`src/rtl/alu_pkg.sv`:
```
// Shared types and constants for the subtractor operand loader.
package alu_pkg;

   typedef enum logic [1:0] {
      LOAD_A = 2'b00,
      LOAD_B = 2'b01,
      EXEC   = 2'b10,
      SHOW   = 2'b11
   } state_t;

   // 10 ms at 50 MHz
   localparam int DEB_CYCLES_DEF = 500000;

endpackage

```
`src/rtl/btn_debounce.sv`:
```
// Push-button conditioner: 2-FF synchronizer, stability counter, and a
// single-cycle pulse on the debounced rising edge.
module btn_debounce #(
   parameter int DEB_CYCLES = alu_pkg::DEB_CYCLES_DEF
) (
   input  logic clk,
   input  logic rst_n,
   input  logic btn_raw,
   output logic btn_level,
   output logic btn_pulse
);
   localparam int CW = $clog2(DEB_CYCLES + 1);

   logic          sync1;
   logic          sync2;
   logic [CW-1:0] cnt;

   always_ff @(posedge clk or negedge rst_n) begin
      if (!rst_n) begin
         sync1     <= 1'b0;
         sync2     <= 1'b0;
         cnt       <= '0;
         btn_level <= 1'b0;
         btn_pulse <= 1'b0;
      end else begin
         sync1     <= btn_raw;
         sync2     <= sync1;
         btn_pulse <= 1'b0;
         // Any sample that agrees with the accepted level restarts the count,
         // so a bounce back to the old level discards the partial run.
         if (sync2 == btn_level) begin
            cnt <= '0;
         end else if (cnt == CW'(DEB_CYCLES - 1)) begin
            cnt       <= '0;
            btn_level <= sync2;
            btn_pulse <= sync2;
         end else begin
            cnt <= cnt + 1'b1;
         end
      end
   end

endmodule

```
`src/rtl/operand_loader.sv`:
```
// Sequencer that loads A then B from switches for the M-bit subtractor and
// captures its result and status flags for display.
module operand_loader
   import alu_pkg::*;
#(
   parameter int M          = 4,
   parameter int DEB_CYCLES = alu_pkg::DEB_CYCLES_DEF
) (
   input  logic         clk,
   input  logic         rst_n,
   input  logic [M-1:0] sw,
   input  logic         btn_load,
   input  logic         btn_clear,
   output logic [M-1:0] A,
   output logic [M-1:0] B,
   input  logic [M-1:0] R_in,
   output logic [M-1:0] result,
   output logic         flag_z,
   output logic         flag_n,
   output logic         flag_borrow,
   output logic         ops_valid,
   output logic         result_valid,
   output logic [1:0]   state_o
);
   state_t state;
   logic   load_pulse;
   logic   clear_pulse;
   logic   load_level;
   logic   clear_level;

   btn_debounce #(.DEB_CYCLES(DEB_CYCLES)) u_deb_load (
      .clk(clk), .rst_n(rst_n), .btn_raw(btn_load),
      .btn_level(load_level), .btn_pulse(load_pulse)
   );

   btn_debounce #(.DEB_CYCLES(DEB_CYCLES)) u_deb_clear (
      .clk(clk), .rst_n(rst_n), .btn_raw(btn_clear),
      .btn_level(clear_level), .btn_pulse(clear_pulse)
   );

   assign state_o = state;

   always_ff @(posedge clk or negedge rst_n) begin
      if (!rst_n) begin
         state        <= LOAD_A;
         A            <= '0;
         B            <= '0;
         result       <= '0;
         flag_z       <= 1'b0;
         flag_n       <= 1'b0;
         flag_borrow  <= 1'b0;
         ops_valid    <= 1'b0;
         result_valid <= 1'b0;
      end else if (clear_pulse) begin
         // Clear has priority; a coincident load is dropped.
         state        <= LOAD_A;
         A            <= '0;
         B            <= '0;
         result       <= '0;
         flag_z       <= 1'b0;
         flag_n       <= 1'b0;
         flag_borrow  <= 1'b0;
         ops_valid    <= 1'b0;
         result_valid <= 1'b0;
      end else begin
         ops_valid <= 1'b0;
         case (state)
            LOAD_A: if (load_pulse) begin
               A     <= sw;
               state <= LOAD_B;
            end
            LOAD_B: if (load_pulse) begin
               B         <= sw;
               state     <= EXEC;
               ops_valid <= 1'b1;
            end
            EXEC: begin
               result       <= R_in;
               flag_z       <= (R_in == '0);
               flag_n       <= R_in[M-1];
               flag_borrow  <= (A < B);
               result_valid <= 1'b1;
               state        <= SHOW;
            end
            SHOW: if (load_pulse) begin
               A            <= sw;
               B            <= '0;
               result_valid <= 1'b0;
               state        <= LOAD_B;
            end
            default: begin
               result_valid <= 1'b0;
               state        <= LOAD_A;
            end
         endcase
      end
   end

endmodule

```
`config.mk`:
```
export PLATFORM = sky130hd
export DESIGN_NAME = operand_loader
export DESIGN_NICKNAME = d
export VERILOG_FILES = /design/src/rtl/alu_pkg.sv /design/src/rtl/btn_debounce.sv /design/src/rtl/operand_loader.sv
export SDC_FILE = /design/constraint.sdc
export NUM_CORES = 1
export LEC_CHECK = 0
export ABC_AREA = 1
export CORE_ASPECT_RATIO = 1.5
export CORE_MARGIN = 2
export CORE_UTILIZATION = 49
export DETAILED_ROUTE_END_ITERATION = 7
export GPL_TIMING_DRIVEN = 0
export MAX_ROUTING_LAYER = met4
export PLACE_DENSITY_LB_ADDON = 0.25
export SYNTH_ARGS = -nofsm -noshare
export SYNTH_HDL_FRONTEND = slang
export SYNTH_SLANG_ARGS = --single-unit
```
`constraint.sdc`:
```
create_clock -name clk -period 3.5 [get_ports clk]
set_input_delay 0.7 -clock clk [delete_from_list [all_inputs] [get_ports clk]]
set_output_delay 0.7 -clock clk [all_outputs]
set_load 0.02 [all_outputs]
```
; Yosys cells after proc, flatten, opt, wreduce, memory -nomap -nowiden
; Index checks and enable logic that the tools add are counted.
[totals]
reg_bits = 65
output_inout_bits = 19
[op_classes]
add_sub_neg = 2
order_cmp = 1
n_eq_ne = 10
muxes = 32
n_bitwise = 2
reduce_logical = 14
[op_table]
columns = op, n
row1 = $mux 19, 4
row2 = $add 19x1->19 const B, 2
row3 = $eq 19x19->1 const B, 2
row4 = $mux 4, 7
row5 = $mux 1, 15
row6 = $reduce_and 2->1, 5
row7 = $ne 3x1->1 const B, 3
row8 = $pmux 4 s2, 1
row9 = $mux 2, 3
row10 = $pmux 2 s3, 1
row11 = $reduce_bool 2->1, 3
row12 = $reduce_bool 3->1, 2
row13 = $eq 2x2->1 const B, 2
row14 = $logic_not 4->1, 1
row15 = $lt 4x4->1, 1
row16 = $reduce_and 3->1, 1
row17 = $eq 1x1->1, 2
row18 = $eq 2x1->1 const B, 1
row19 = $logic_not 2->1, 1
row20 = $not 1->1, 2
row21 = $pmux 1 s2, 1
row22 = $reduce_or 2->1, 1

; Longest topological paths before layout
[depth]
word_depth = 4
depth_mapped = 8
ltp_nobuf = 8

; By module
; Synthesis repeated with hierarchy kept, for this count alone.
[unflattened]
cells_unflattened = 396
area_unflattened_um2 = 3321.9
[by_module_without_submodules]
columns = module, instances, cells_each, area_each_um2, seq_area_each_um2
row1 = btn_debounce (u_deb_load), 1, 149, 1223.7, 575.6
row2 = btn_debounce (u_deb_clear), 1, 148, 1219.9, 575.6
row3 = operand_loader, 1, 99, 878.3, 450.4

; Worst setup path after synthesis
; Ideal clock, no wire load.
[synth_path]
kind = register -> register
startpoint = register state[0], in the netlist state_o[0]
endpoint = register A[0]
setup_time_ps = 77
t_arrival_ps = 1345
slack_ps = 2078
stages_incl_launch_ff = 7
n_path_buf = 0
period_less_slack_ps = 1422
path_cell_list = dfrtp_1 -> inv_1 -> ha_1 -> inv_1 -> a21oi_2 -> nor2_1 -> a21oi_1
[synth_via]
elab_chain_cells = 4
elab_cells_between_ends = 5
cone_classes = 1 x eq/ne / 4 x reduce/logical
[synth_lines]
columns = item, line
row1 = from (decl), operand_loader.sv:25  ; state_t state;
row2 = from (signal assigned), operand_loader.sv:45  ; state <= LOAD_A;
row3 = from (signal assigned), operand_loader.sv:56  ; state <= LOAD_A;
row4 = from (signal assigned), operand_loader.sv:70  ; state <= LOAD_B;
row5 = $eq 2x2->1 or $logic_not 2->1 (tied branches), operand_loader.sv:67  ; case (state)
row6 = $reduce_or 2->1 (no line) *, n/a
row7 = $reduce_bool 2->1 (no line) *, n/a
row8 = $reduce_and 2->1 (no line) *, n/a
row9 = to (signal assigned), operand_loader.sv:69  ; A <= sw;
row10 = to (signal assigned), operand_loader.sv:86  ; A <= sw;
row11 = to (decl), operand_loader.sv:14  ; output logic [M-1:0] A,
; Every way passes the cells marked *; elsewhere a longest branch is shown, timed or not.
; A chain may end at the register's enable or synchronous reset.

; Final worst setup path
[layout_path]
startpoint = register result[3]
endpoint = output result[3]
[layout_rtl]
columns = item, line
row1 = from (decl), operand_loader.sv:17  ; output logic [M-1:0] result,
row2 = from (signal assigned), operand_loader.sv:78  ; result <= R_in;
; No word-level cell between the ends.

==> reports/metrics.csv <==
stage,metric,value,unit
die,die_y,105,um
global_routing,grt_max_degree,65,
timing,hold_violations,0,
cts,cts_hold_buf,0,
setup_path,critPathRequiredTime,2.80,ns
logic_synthesis,ys_warn_count,0,
setup_path,critPathSlowestCell,clkdlybuf4s50_1,
setup_path,crit_buf_inv,2,
global_routing,grt-ovfl-total,0,
die,core,0.00658,sq mm
min_path,hold_path_class,reg2reg,
timing,setup_viol,0,
setup_path,start_kind,flop,
timing,max_freq,474,MHz
cells_and_area,syn2layout_area_growth,17.6,%
cells_and_area,fillCellCount,597,
cts,cts_tree,yes,
place,dp_hpwl,4.78,mm
timing,rsz0062_at_grt,no,
die,start_util,51.0,%
cts,clkSlewWorstSetupHoldPaths,0.07,ns
setup_path,setup.worst_path.class,reg2out,
timing,final.period_utilization,60.2,%
cts,cts.sinks,64,
power,pwr-share-seq,52.2,%
cts,cts_resized,0,
die,ioPinCount,31,
timing,clock_skew,0.0130,ns
routing,drc_errors,0,
logic_synthesis,yosys_register_bits,64,
logic_synthesis,synth_largest_area_cell,dfrtp_1,
logic_synthesis,seq_area_frac_synth,47.7,%
run,maxCapViolations,0,
routing,viasPerCell,5.03,
routing,drt_wl_total,6.47,mm
power,p_switching,0.309,mW
logic_synthesis,syn_inst,413,
setup_path,crit_arrival,1.41,ns
cts,cts_buffers,9,
routing,avgRoutedWirePerCell,12.1,um
cts,post_cts_buffers,0,
timing,relSlewSlack,48.2,%
power,comb_power_share,3.7,%
global_routing,grt_pass1_wl,11.2,mm
setup_path,critPathMaxStageDelay,0.59,ns
power,power_frac_clock,44.1,%
power,internal_power,1.13,mW
logic_synthesis,synth_fp_nets,434,
logic_synthesis,synth_area,0.00336,sq mm
routing,antenna_left,0,
die,die_x,71.6,um
logic_synthesis,yosysTopAreaCellShare,47.7,%
power,p_sw_share,21.4,%
place,port_buffers,30,
cts,clock_latency,0.34,ns
setup_path,critPathMaxFanout,3,
power,p_leak,1.79,nW
setup_path,critPathTopFamily,buffers and inverters,
die,fp-row-count,36,
timing,worst_pin_slew,0.777,ns
logic_synthesis,synthTopCellsByArea,"dfrtp_1, nor2_1, nand2_1",
timing,final.min_clock_period,2.11,ns
place,place_congestion,0.849,
routing,via_count,2693,
cells_and_area,drive_gt1_share,11.8,%
setup_path,crit_chain,"buf_4, clkdlybuf4s50_1",
power,peakVddDrop,0.268,mV
global_routing,antenna_found_initial,0,
cells_and_area,final_util,60.0,%
cells_and_area,diodes,0,
global_routing,grt_usage,19.2,%
cts,clockRootBuffer,clkbuf_8,
power,powerDensity,365,mW/mm^2
setup_path,end_kind,output pin,
timing,setup_tns,0,ns
routing,dr.pass1.iters,4,
die,dieArea,0.00754,sq mm
cells_and_area,layout.nets,475,
logic_synthesis,avgSynthCellArea,8.13,sq um
timing,slew_violations,0,
cts,cts_htree_levels,3,
routing,drt_iter0_markers,168,
global_routing,first_global_vias,2537,
logic_synthesis,synth_cell_type_count,29,
cts,clock_path_buffers,2,
run_status,status,completed,
-- cells in the final DEF, fill, tap and decap left out, drive strengths merged, types with 4 or more instances in the layout --
| cell | netlist | final |
|---|---|---|
| xor2 | 14 | 14 |
| xnor2 | 5 | 5 |
| o31ai | 4 | 4 |
| ha | 9 | 9 |
| clkbuf | 0 | 13 |
| nand4 | 6 | 6 |
| nor2 | 103 | 103 |
| a21oi | 11 | 11 |
| dfrtp | 64 | 64 |
| inv | 49 | 49 |
| o21ai | 18 | 18 |
| clkdlybuf4s50 | 0 | 29 |
| nand2 | 87 | 87 |
| nand3 | 30 | 30 |
-- routing by layer --
| metal | share of wire [%] | GRT usage [%] | wire length (um) |
|---|---|---|---|
| met1 | 45 | 23.2 | 2890 |
| met2 | 50 | 30.6 | 3210 |
| met3 | 3.6 | 4.11 | 235 |
| met4 | 2.0 | 8.49 | 131 |
| met5 | 0 | - | 0 |
-- power by group through the flow --
stage | Sequential (mW) | Combinational [mW] | Clock, mW
after floorplan | 0.766 | 0.0223 | 0
after global placement | 0.767 | 0.0545 | 0
after detailed placement | 0.767 | 0.0549 | 0
after CTS | 0.753 | 0.0552 | 0.647
after global routing | 0.753 | 0.0618 | 0.681
final | 0.753 | 0.0529 | 0.636
-- registers in the layout, summed over array words and instances, names as in the netlist, 2 cells and up --
name / flops
result: 4
B: 4
u_deb_load.cnt: 19
state_o: 2
u_deb_clear.cnt: 19
A: 4
-- cell families (layout without fill, tap and decap cells) --
family / count (synthesis) / count (layout) / synth area share (%)
flops: 64 / 64 / 47.7
xor+xnor: 19 / 19 / 5.41
simple gates: 234 / 234 / 31.7
buf+inv: 51 / 97 / 5.85
fa+ha+maj: 9 / 9 / 3.36
compound gates: 36 / 36 / 5.97
-- metrics by stage --
stage	area [sq um]	cells	total power, mW	hold slack, ns	setup WS, ns
finish	3950	535	1.44	0.360	1.39
CTS	3950	535	1.46	0.368	1.37
global route	3950	535	1.50	0.374	1.32
detailed placement	3750	519	0.822	0.353	1.75
floorplan	3360	413	0.788	0.331	2.08
global placement	3750	519	0.821	0.337	-0.332
-- worst reg2reg max path: stages, from the launching register on --
cell and delay (ns):
dfrtp_1 0.44, inv_1 0.10, ha_1 0.31, inv_1 0.07, a21oi_2 0.33, nor2_1 0.07, a21oi_1 0.12
-- cells in the mapped netlist (all sizes together) --
cell type	instances
o21bai	1
inv	49
ha	9
o22ai	1
nand4	6
dfrtp	64
nor3b	3
nor3	3
nor2	103
o21a	1
o31ai	4
nand3b	1
or2	1
xor2	14
nand2	87
buf	2
xnor2	5
o21ai	18
nand3	30
a21oi	11
-- final cells by class --
| type | instances | area (sq um) | share of cell area [%] |
|---|---|---|---|
| sequential | 64 | 1600 | 40.6 |
| inverter | 49 | 184 | 4.66 |
| clock buffer | 13 | 159 | 4.03 |
| buffer | 2 | 12.5 | 0.317 |
| clock inverter | 3 | 40.0 | 1.01 |
| multi-input combinational | 298 | 1560 | 39.5 |
| timing repair buffer | 30 | 298 | 7.54 |
| tap | 76 | 95.1 | 2.41 |
-- path summary, 6_finish.rpt --
| kind | from | cells after the start | slack, ns | end |
|---|---|---|---|---|
| hold reg to reg | u_deb_clear.sync1 | 0 | 0.36 | u_deb_clear.sync2 |
| hold / removal | u_deb_clear.sync1 | 0 | 0.36 | u_deb_clear.sync2 |
| setup / recovery | result[3] | 2 | 1.39 | result[3] |
| min in group asynchronous | rst_n | 1 | 0.42 | u_deb_load.cnt[7] |
| max in group asynchronous | rst_n | 1 | 2.54 | u_deb_load.cnt[4] |
| setup reg to reg | state_o[0] | 6 | 1.98 | A[2] |
Power figures use the tool's default switching activity.
